`src/rtl/ram_pkg.sv`:
```
// Widths shared between the FIFO controller and the ram it fronts.
package ram_pkg;

   localparam int unsigned RAM_ADDR_WIDTH = 4;
   localparam int unsigned RAM_DATA_WIDTH = 8;
   localparam int unsigned RAM_DEPTH      = 2 ** RAM_ADDR_WIDTH;

   typedef logic [RAM_ADDR_WIDTH-1:0] addr_t;
   typedef logic [RAM_DATA_WIDTH-1:0] data_t;
   typedef logic [RAM_ADDR_WIDTH:0]   ptr_t;

endpackage

```
`src/rtl/fifo_ptr.sv`:
```
// FIFO pointer with an extra wrap bit above the ram address bits.
module fifo_ptr #(
   parameter int unsigned W = 5
) (
   input  logic         clk,
   input  logic         rst,
   input  logic         inc,
   output logic [W-1:0] ptr
);

   always_ff @(posedge clk or negedge rst) begin
      if (!rst) begin
         ptr <= '0;
      end else if (inc) begin
         ptr <= ptr + W'(1);
      end
   end

endmodule

```
`src/rtl/ram_fifo_ctrl.sv`:
```
// Push/pop FIFO controller driving an external single-port-pair ram.
// Holds only pointers and status; the data lives in the ram.
module ram_fifo_ctrl
   import ram_pkg::*;
#(
   parameter int unsigned ADDR_WIDTH   = RAM_ADDR_WIDTH,
   parameter int unsigned DATA_WIDTH   = RAM_DATA_WIDTH,
   parameter int unsigned AFULL_THRESH = 12
) (
   input  logic                  clk,
   input  logic                  rst,
   input  logic                  push,
   input  logic [DATA_WIDTH-1:0] push_data,
   input  logic                  pop,
   output logic [DATA_WIDTH-1:0] pop_data,
   output logic                  pop_vld,
   output logic                  full,
   output logic                  empty,
   output logic                  almost_full,
   output logic [ADDR_WIDTH:0]   count,
   output logic                  overflow,
   output logic                  underflow,
   output logic                  wr_enb,
   output logic [ADDR_WIDTH-1:0] wr_addr,
   output logic [DATA_WIDTH-1:0] wr_data,
   output logic                  rd_enb,
   output logic [ADDR_WIDTH-1:0] rd_addr,
   input  logic [DATA_WIDTH-1:0] ram_rd_data
);

   localparam logic [ADDR_WIDTH:0] AFULL_LVL = (ADDR_WIDTH+1)'(AFULL_THRESH);

   logic [ADDR_WIDTH:0] wr_ptr;
   logic [ADDR_WIDTH:0] rd_ptr;
   logic                push_accept;
   logic                pop_accept;

   fifo_ptr #(.W(ADDR_WIDTH+1)) u_wr_ptr (
      .clk (clk),
      .rst (rst),
      .inc (push_accept),
      .ptr (wr_ptr)
   );

   fifo_ptr #(.W(ADDR_WIDTH+1)) u_rd_ptr (
      .clk (clk),
      .rst (rst),
      .inc (pop_accept),
      .ptr (rd_ptr)
   );

   // Status is derived from the registered pointers, so it lags the accepting edge by one cycle.
   always_comb begin
      empty       = (wr_ptr == rd_ptr);
      full        = (wr_ptr[ADDR_WIDTH] != rd_ptr[ADDR_WIDTH]) &&
                    (wr_ptr[ADDR_WIDTH-1:0] == rd_ptr[ADDR_WIDTH-1:0]);
      count       = wr_ptr - rd_ptr;
      almost_full = (count >= AFULL_LVL);
   end

   // Gating with rst keeps the ram strobes quiet while reset is held, whatever the requesters do.
   always_comb begin
      push_accept = rst && push && !full;
      pop_accept  = rst && pop && !empty;
      wr_enb      = push_accept;
      wr_addr     = wr_ptr[ADDR_WIDTH-1:0];
      wr_data     = push_accept ? push_data : '0;
      rd_enb      = pop_accept;
      rd_addr     = rd_ptr[ADDR_WIDTH-1:0];
      pop_data    = ram_rd_data;
   end

   always_ff @(posedge clk or negedge rst) begin
      if (!rst) begin
         pop_vld   <= 1'b0;
         overflow  <= 1'b0;
         underflow <= 1'b0;
      end else begin
         pop_vld <= pop_accept;
         if (push && full) begin
            overflow <= 1'b1;
         end
         if (pop && empty) begin
            underflow <= 1'b1;
         end
      end
   end

endmodule

```
`config.mk`:
```
export PLATFORM = sky130hd
export DESIGN_NAME = ram_fifo_ctrl
export DESIGN_NICKNAME = d
export VERILOG_FILES = /design/src/rtl/ram_pkg.sv /design/src/rtl/fifo_ptr.sv /design/src/rtl/ram_fifo_ctrl.sv
export SDC_FILE = /design/constraint.sdc
export NUM_CORES = 1
export LEC_CHECK = 0
export CAP_MARGIN = 20
export CORE_ASPECT_RATIO = 0.7
export CORE_MARGIN = 1.5
export CORE_UTILIZATION = 34
export CTS_BUF_LIST = sky130_fd_sc_hd__clkbuf_4
export DETAILED_ROUTE_END_ITERATION = 8
export DONT_BUFFER_PORTS = 1
export PLACE_DENSITY = 0.58
export SYNTH_ARGS = -nofsm -noshare
export SYNTH_HDL_FRONTEND = slang
export SYNTH_SLANG_ARGS = --single-unit
```
`constraint.sdc`:
```
create_clock -name clk -period 2.16 [get_ports clk]
set_input_delay 0.54 -clock clk [delete_from_list [all_inputs] [get_ports clk]]
set_output_delay 0.54 -clock clk [all_outputs]
set_load 0.02 [all_outputs]
```
[Word level (Yosys, flattened, before mapping)]
Cells that the tools add are included.
Storage, ports and cells
  word-level logic and storage cells: 22
  register bits: 13
  bits of input ports: 20
Operators by class
  equality and inequality tests: 3
  muxes and demuxes: 1
  $lt $le $gt $ge: 1
  $add $sub $neg: 3
  reductions and logical operators: 9
Operator list (number)
  adder 5 x 1 -> 5 bit, second input constant: 2
  two-way mux 8 bit: 1
  logical AND 1 bit: 7
  == test 5 bit: 1
  >= comparator 5 x 4 -> 1 bit, second input constant: 1
  subtractor 5 bit: 1
  == test 4 bit: 1
  logical NOT 1 bit: 2
  != test 1 bit: 1

[Logic depth before layout (Yosys ltp)]
Gate-level depths: netlist (run 1).
  depth in word-level cells: 5
  depth in mapped cells: 8

[Modules after synthesis]
Synthesis (run 1) repeated with hierarchy kept, for this count alone.
Second synthesis, totals
  cell total of the unflattened synthesis: 83
  area total of the unflattened synthesis: 840.8 um^2
By module, submodules not included
  ram_fifo_ctrl: sequential area each 75.1 um^2, times used 1, cells an instance 55, area an instance 440.4 um^2
  fifo_ptr: sequential area each 125.1 um^2, times used 2, cells an instance 14, area an instance 200.2 um^2

[Worst setup path before layout (run 1)]
OpenSTA, ideal clock, no wires.
  kind: register to output
  start point: reg u_wr_ptr.ptr[0]
  end point: out almost_full
  buffers on the path: 0
  arrival time: 1964 ps
  stages on the path, launching flop included: 9
  slack: -344 ps
  cell sequence: dfrtp_1 > inv_1 > ha_1 > inv_1 > fa_1 > a21o_1 > a21oi_2 > xnor2_1 > a311o_1
On the way
  longest elaborated chain between the ends: 2
RTL lines
  start: declaration: line fifo_ptr.sv:8  | output logic [W-1:0] ptr
  start signal: assignment: line fifo_ptr.sv:15  | ptr <= ptr + W'(1);
  subtractor 5 bit: line ram_fifo_ctrl.sv:57  | count = wr_ptr - rd_ptr;
  via count[4]: line ram_fifo_ctrl.sv:20  | output logic [ADDR_WIDTH:0] count,
  >= comparator 5 x 4 -> 1 bit: line ram_fifo_ctrl.sv:58  | almost_full = (count >= AFULL_LVL);
  end: declaration: line ram_fifo_ctrl.sv:19  | output logic almost_full,
The timed path passes the listed nets, and every way through them passes these cells.

[Final worst setup path (run 1)]
  start point: reg u_wr_ptr.ptr[0]
  end point: out almost_full
On the way
  longest elaborated chain between the ends: 2
RTL lines (line)
  subtractor 5 bit: ram_fifo_ctrl.sv:57
  >= comparator 5 x 4 -> 1 bit: ram_fifo_ctrl.sv:58
No other way between the ends.

==> impl_metrics.toml, run 1 <==
[clock_network]
cts-root-buf = "clkbuf_4"
cts_buffers = 3
cts_tree = "done"
clk_pin_slew_ns = 0.09
cts_buffer_depth = 2
htreeDepth = 1
clk_latency_ns = 0.28
numClockSinks = 13

[die]
fp.dieW_um = 66.5
ioPinCount = 57
chipHeight_um = 47.5
row_count = 15
initial_core_util_pct = 37.3
fp.coreArea_um2 = 2570
dieArea_um2 = 3160

[synth]
synth_top_area_cell = "dfrtp_1"
synth_top_area_share_pct = 33.9
synth_fa_ha_area_share_pct = 9.91
synth_compound_area_share_pct = 10.3
synth.mux.area_fraction_pct = 1.56
ys_seq_area_share_pct = 33.9
syn_nets = 121
synth_top_family_by_area = "buffers and inverters"
synth_cell_types = 24
syn-cell-area_um2 = 960
yosysWarnings = 0
syn_avg_cell_area_um2 = 10.2
yosys-top-cells-area = "dfrtp_1 34%, buf_4 13%, xnor2_1 10%"
synthSimpleGateAreaFrac_pct = 12.9
synth_cells = 94
synth-xor-area-share_pct = 14.5
synth_seq_cells = 13

[min_path]
min_from = "push"
holdPathEnd = "overflow"
min_path_type = "in -> reg"
hold_path_depth = 1

[finish]
layout.nets = 136
fillers = 237
area_growth_pct = 24.5
final_cells = 142
layout-drive-gt1-share_pct = 50.9
diodes = 0

[timing]
post-route-min-period_ns = 2.60
max_freq_mhz = 385
clock_skew_ns = 0.00411
slew_headroom_pct = 58.7
fin_ws_ns = -0.436
finalSetupViolCount = 13
tightest_slew_ns = 0.618
rsz0062_at_grt = "yes"
hold_viol_final = 0
slew_viol_final = 0
finalCritPeriodShare_pct = 120

[setup_path]
crit_arrival_ns = 2.06
crit_chain = "inv_2 -> ha_4 -> inv_4 -> fa_2 -> a21o_1 -> a21oi_2 -> xnor2_2 -> a311o_1"
reg2reg_from = "u_wr_ptr.ptr[2]"
crit_type = "reg -> out"
cp_slowest_stage_delay_ns = 0.40
worst_setup_path_start_kind = "flip-flop"
end_kind = "primary output"
required_ns = 1.62
ff2ff_setup_slack_ns = 0.17
cp_slowest_cell = "dfrtp_1"
ff2ff_path_depth = 7
crit_fanout = 2
r2r_end = "u_rd_ptr.ptr[4]"

[global_route]
grt_pass1_wl_mm = 3.43
track_usage_pct = 15.1
grt_max_degree = 14
grt-ovfl-total = 0
antenna_found_initial = 0
grt_pass1_vias = 688

[route]
first_iter_violations = 12
dr.pass1.iters = 4
ant_nets = 0
routed_wl_mm = 2.28
vias_per_cell = 4.84
detail_route.wl_per_cell_um = 16.1
drc = 0
vias = 687

[status]
violations = "setup timing"
status = "finished, violations left"

[placement]
port_buffers = 0
routabilityCongestion = 0.699
dp.cells = 132
dpl.hpwl_mm = 1.66

[run]
cap_violations = 0
what timing repair did:
action                                 CTS  global route
setup endpoints to repair               14            16
endpoints found under the hold margin   13             0
gates resized for setup                 19             3
cloned                                   1             0
setup buffers                            3             4
hold buffers                             1             0
pin swaps                                7             5
flip-flops by register name (all words and copies together) (netlist names):
signal        cells
u_wr_ptr.ptr      5
underflow         1
overflow          1
pop_vld           1
u_rd_ptr.ptr      5
worst max-delay path, delay by kind of cell (launching register included):
kind / cells / cell delay, ns
AOI/OAI and AO/OA: 3 / 0.71
xor gates and xnor gates: 1 / 0.08
adders and majority gates: 2 / 0.47
buffers and inverters: 2 / 0.11
DFF: 1 / 0.40
cells by family after synthesis:
logic type               after synthesis
buffers and inverters                 25
XOR/XNOR                              15
AND/OR/NAND/NOR                       22
adder cells (fa/ha/maj)                7
flip-flops                            13
AO/OA/AOI/OAI                         11
multiplexers                           1
layout by cell type, fill, tap and decap left out, types with 2 or more instances in the layout:
cell	count
inv_1	4
xor2_1	3
a21oi_4	3
buf_6	2
nand2_1	5
nor2_1	2
xnor2_2	3
inv_2	2
clkbuf_4	4
ha_1	4
nand4_1	5
a21oi_2	2
a21o_1	4
dfrtp_1	12
xnor2_1	9
buf_4	24
ha_4	2
and2_4	8
layout make-up:
class	count	area, um^2	share of cell area [%]
Clock buffer	4	30.0	2.51
Inverter	7	28.8	2.41
Multi-Input combinational cell	57	554	46.4
Sequential cell	13	327	27.3
Tap cell	34	42.5	3.56
Timing Repair Buffer	27	213	17.8
how the worst max path moves through the flow:
stage	from	endpoint	slack, ns
after floorplan	u_wr_ptr.ptr[0]	almost_full	-0.28
after global placement	u_wr_ptr.ptr[0]	almost_full	-0.16
after detailed placement	u_wr_ptr.ptr[0]	almost_full	-0.20
after CTS	u_wr_ptr.ptr[0]	almost_full	-0.44
after global routing	u_wr_ptr.ptr[0]	almost_full	-0.52
final	u_wr_ptr.ptr[0]	almost_full	-0.44
per-layer routing:
metal / vias up / part of all wire [%] / global-route usage [%]
li1: 326 / - / -
met1: 320 / 47 / 20.1
met2: 31 / 43 / 23.6
met3: 10 / 8.2 / 5.65
met4: 0 / 1.2 / 4.08
met5: - / 0 / 0
stage by stage:
step | hold slack (ns) | area (um^2) | setup TNS [ns] | setup WS [ns] | util, %
finish | 0.377 | 1190 | -1.87 | -0.436 | 46.5
floorplan | 0.244 | 980 | -0.284 | -0.284 | -
detailed placement | 0.245 | 1050 | -0.416 | -0.198 | 40.9
global placement | 0.245 | 1050 | -0.357 | -0.160 | 40.9
CTS | 0.372 | 1180 | -1.78 | -0.438 | 45.8
global route | 0.367 | 1190 | -2.76 | -0.521 | 46.5
Yosys cell counts (all sizes together):
cell type  count
dfrtp         13
buf           18
a211oi         1
nor3           1
ha             6
xnor2         12
fa             1
inv            7
nand2          5
a21oi          4
o21ai          1
nor2           2
and2           8
mux2           1
a311o          1
nand4          5
and4           1
a21o           4
xor2           3
Power of run 1 is left out: the tool's default activity adds up to more than one toggle a clock period on the data nets, which glitch-free logic cannot reach.
==> run 2: changes to the inputs <==
--- a/config.mk
+++ b/config.mk
@@ -13,6 +13,7 @@
 export DETAILED_ROUTE_END_ITERATION = 8
 export DONT_BUFFER_PORTS = 1
 export PLACE_DENSITY = 0.58
+export SKIP_CTS_REPAIR_TIMING = 1
 export SYNTH_ARGS = -nofsm -noshare
 export SYNTH_HDL_FRONTEND = slang
 export SYNTH_SLANG_ARGS = --single-unit
==> impl_metrics.toml, run 2 (synthesis gave the netlist of run 1 again) <==
[setup_path]
cp_slowest_cell = "dfrtp_1"
crit_type = "reg -> out"
crit_chain = "inv_2 -> ha_4 -> inv_2 -> fa_2 -> a21o_1 -> a21oi_2 -> xnor2_2 -> a311o_1"
crit_family = "compound AO/OA/AOI/OAI gates"
ff2ff_setup_slack_ns = 0.19
crit_arrival_ns = 2.07
worst_setup_path_start_kind = "flip-flop"
crit_fanout = 2
path_common_cell = "inv_2"
end_kind = "primary output"
cp_slowest_stage_delay_ns = 0.40
required_ns = 1.62
crit_buf_inv = 2

[timing]
rsz0062_at_grt = "yes"
fin_ws_ns = -0.452
hold_viol_final = 0
post-route-min-period_ns = 2.61
slew_viol_final = 0
tightest_slew_ns = 0.609
finalCritPeriodShare_pct = 121
max_freq_mhz = 383
finalSetupViolCount = 13
slew_headroom_pct = 59.3
clock_skew_ns = 0.00406

[route]
drc = 0
first_iter_violations = 17
ant_nets = 0
vias = 671
routed_wl_mm = 2.20
dr.pass1.iters = 4
vias_per_cell = 4.76
detail_route.wl_per_cell_um = 15.6

[placement]
port_buffers = 0
place_area_um2 = 1050
routabilityCongestion = 0.699
dp.cells = 132
dpl.hpwl_mm = 1.66

[min_path]
min_path_type = "in -> reg"

[die]
fp.dieW_um = 66.5
fp.coreArea_um2 = 2570
chipHeight_um = 47.5
dieArea_um2 = 3160
row_count = 15
ioPinCount = 57
initial_core_util_pct = 37.3

[global_route]
grt_max_degree = 16
globalRouteMet2Util_pct = 21.0
track_usage_pct = 13.6
grt_use_met3_pct = 5.18
grt_pass1_wl_mm = 3.14
use_met1_pct = 18.2
top_usage_layer = "met2"
antenna_found_initial = 0
grt_pass1_vias = 645
grt-ovfl-total = 0

[clock_network]
cts_buffer_depth = 2
clk_latency_ns = 0.28
cts_buffers = 3
cts-root-buf = "clkbuf_4"
htreeDepth = 1
clk_pin_slew_ns = 0.08
numClockSinks = 13
cts_tree = "done"

[run]
cap_violations = 0

[finish]
layout-drive-gt1-share_pct = 51.4
fillers = 239
final_common_cell = "buf_4"
area.sequential_um2 = 327
diodes = 0
layout.nets = 135
top_regs = "u_rd_ptr.ptr x5, u_wr_ptr.ptr x5"
multi_input_area_um2 = 567
final_cell_mix = "23 x buf_4, 12 x dfrtp_1, 9 x xnor2_1"
area_growth_pct = 24.8
final_cells = 141
fin_area_um2 = 1200

[status]
status = "finished, violations left"
violations = "setup timing"
-- run 2: layer usage --
metal	wire, um	part of all wire, %
met1	1010	46
met2	964	44
met3	187	8.5
met4	28	1.3
met5	0	0
-- run 2: worst paths after layout --
check,startpoint,to,cells after the start
max,u_wr_ptr.ptr[0],almost_full,8
min,push,overflow,1
max reg2reg,u_wr_ptr.ptr[3],u_rd_ptr.ptr[4],7
min reg2reg,u_rd_ptr.ptr[4],u_rd_ptr.ptr[4],1
max in group asynchronous,rst,u_wr_ptr.ptr[1],1
min in group asynchronous,rst,u_wr_ptr.ptr[4],1
-- run 2: layout make-up --
| type | count | share of cell area (%) |
|---|---|---|
| multi-input cells | 57 | 47.3 |
| inverters | 7 | 2.19 |
| well taps | 34 | 3.55 |
| repair buffers | 26 | 17.1 |
| clock buffers | 4 | 2.51 |
| flip-flops and latches | 13 | 27.3 |
-- run 2: per-stage QoR --
step | setup TNS, ns | utilization, % | setup WS (ns) | hold slack, ns
after CTS | -4.16 | 42.0 | -0.515 | -0.0605
after global routing | -2.68 | 46.6 | -0.536 | 0.367
final | -1.72 | 46.6 | -0.452 | 0.378
after floorplan | -0.284 | - | -0.284 | 0.244
after detailed placement | -0.416 | 40.9 | -0.198 | 0.245
after global placement | -0.357 | 40.9 | -0.160 | 0.245
Power of run 2 is left out for the same reason.
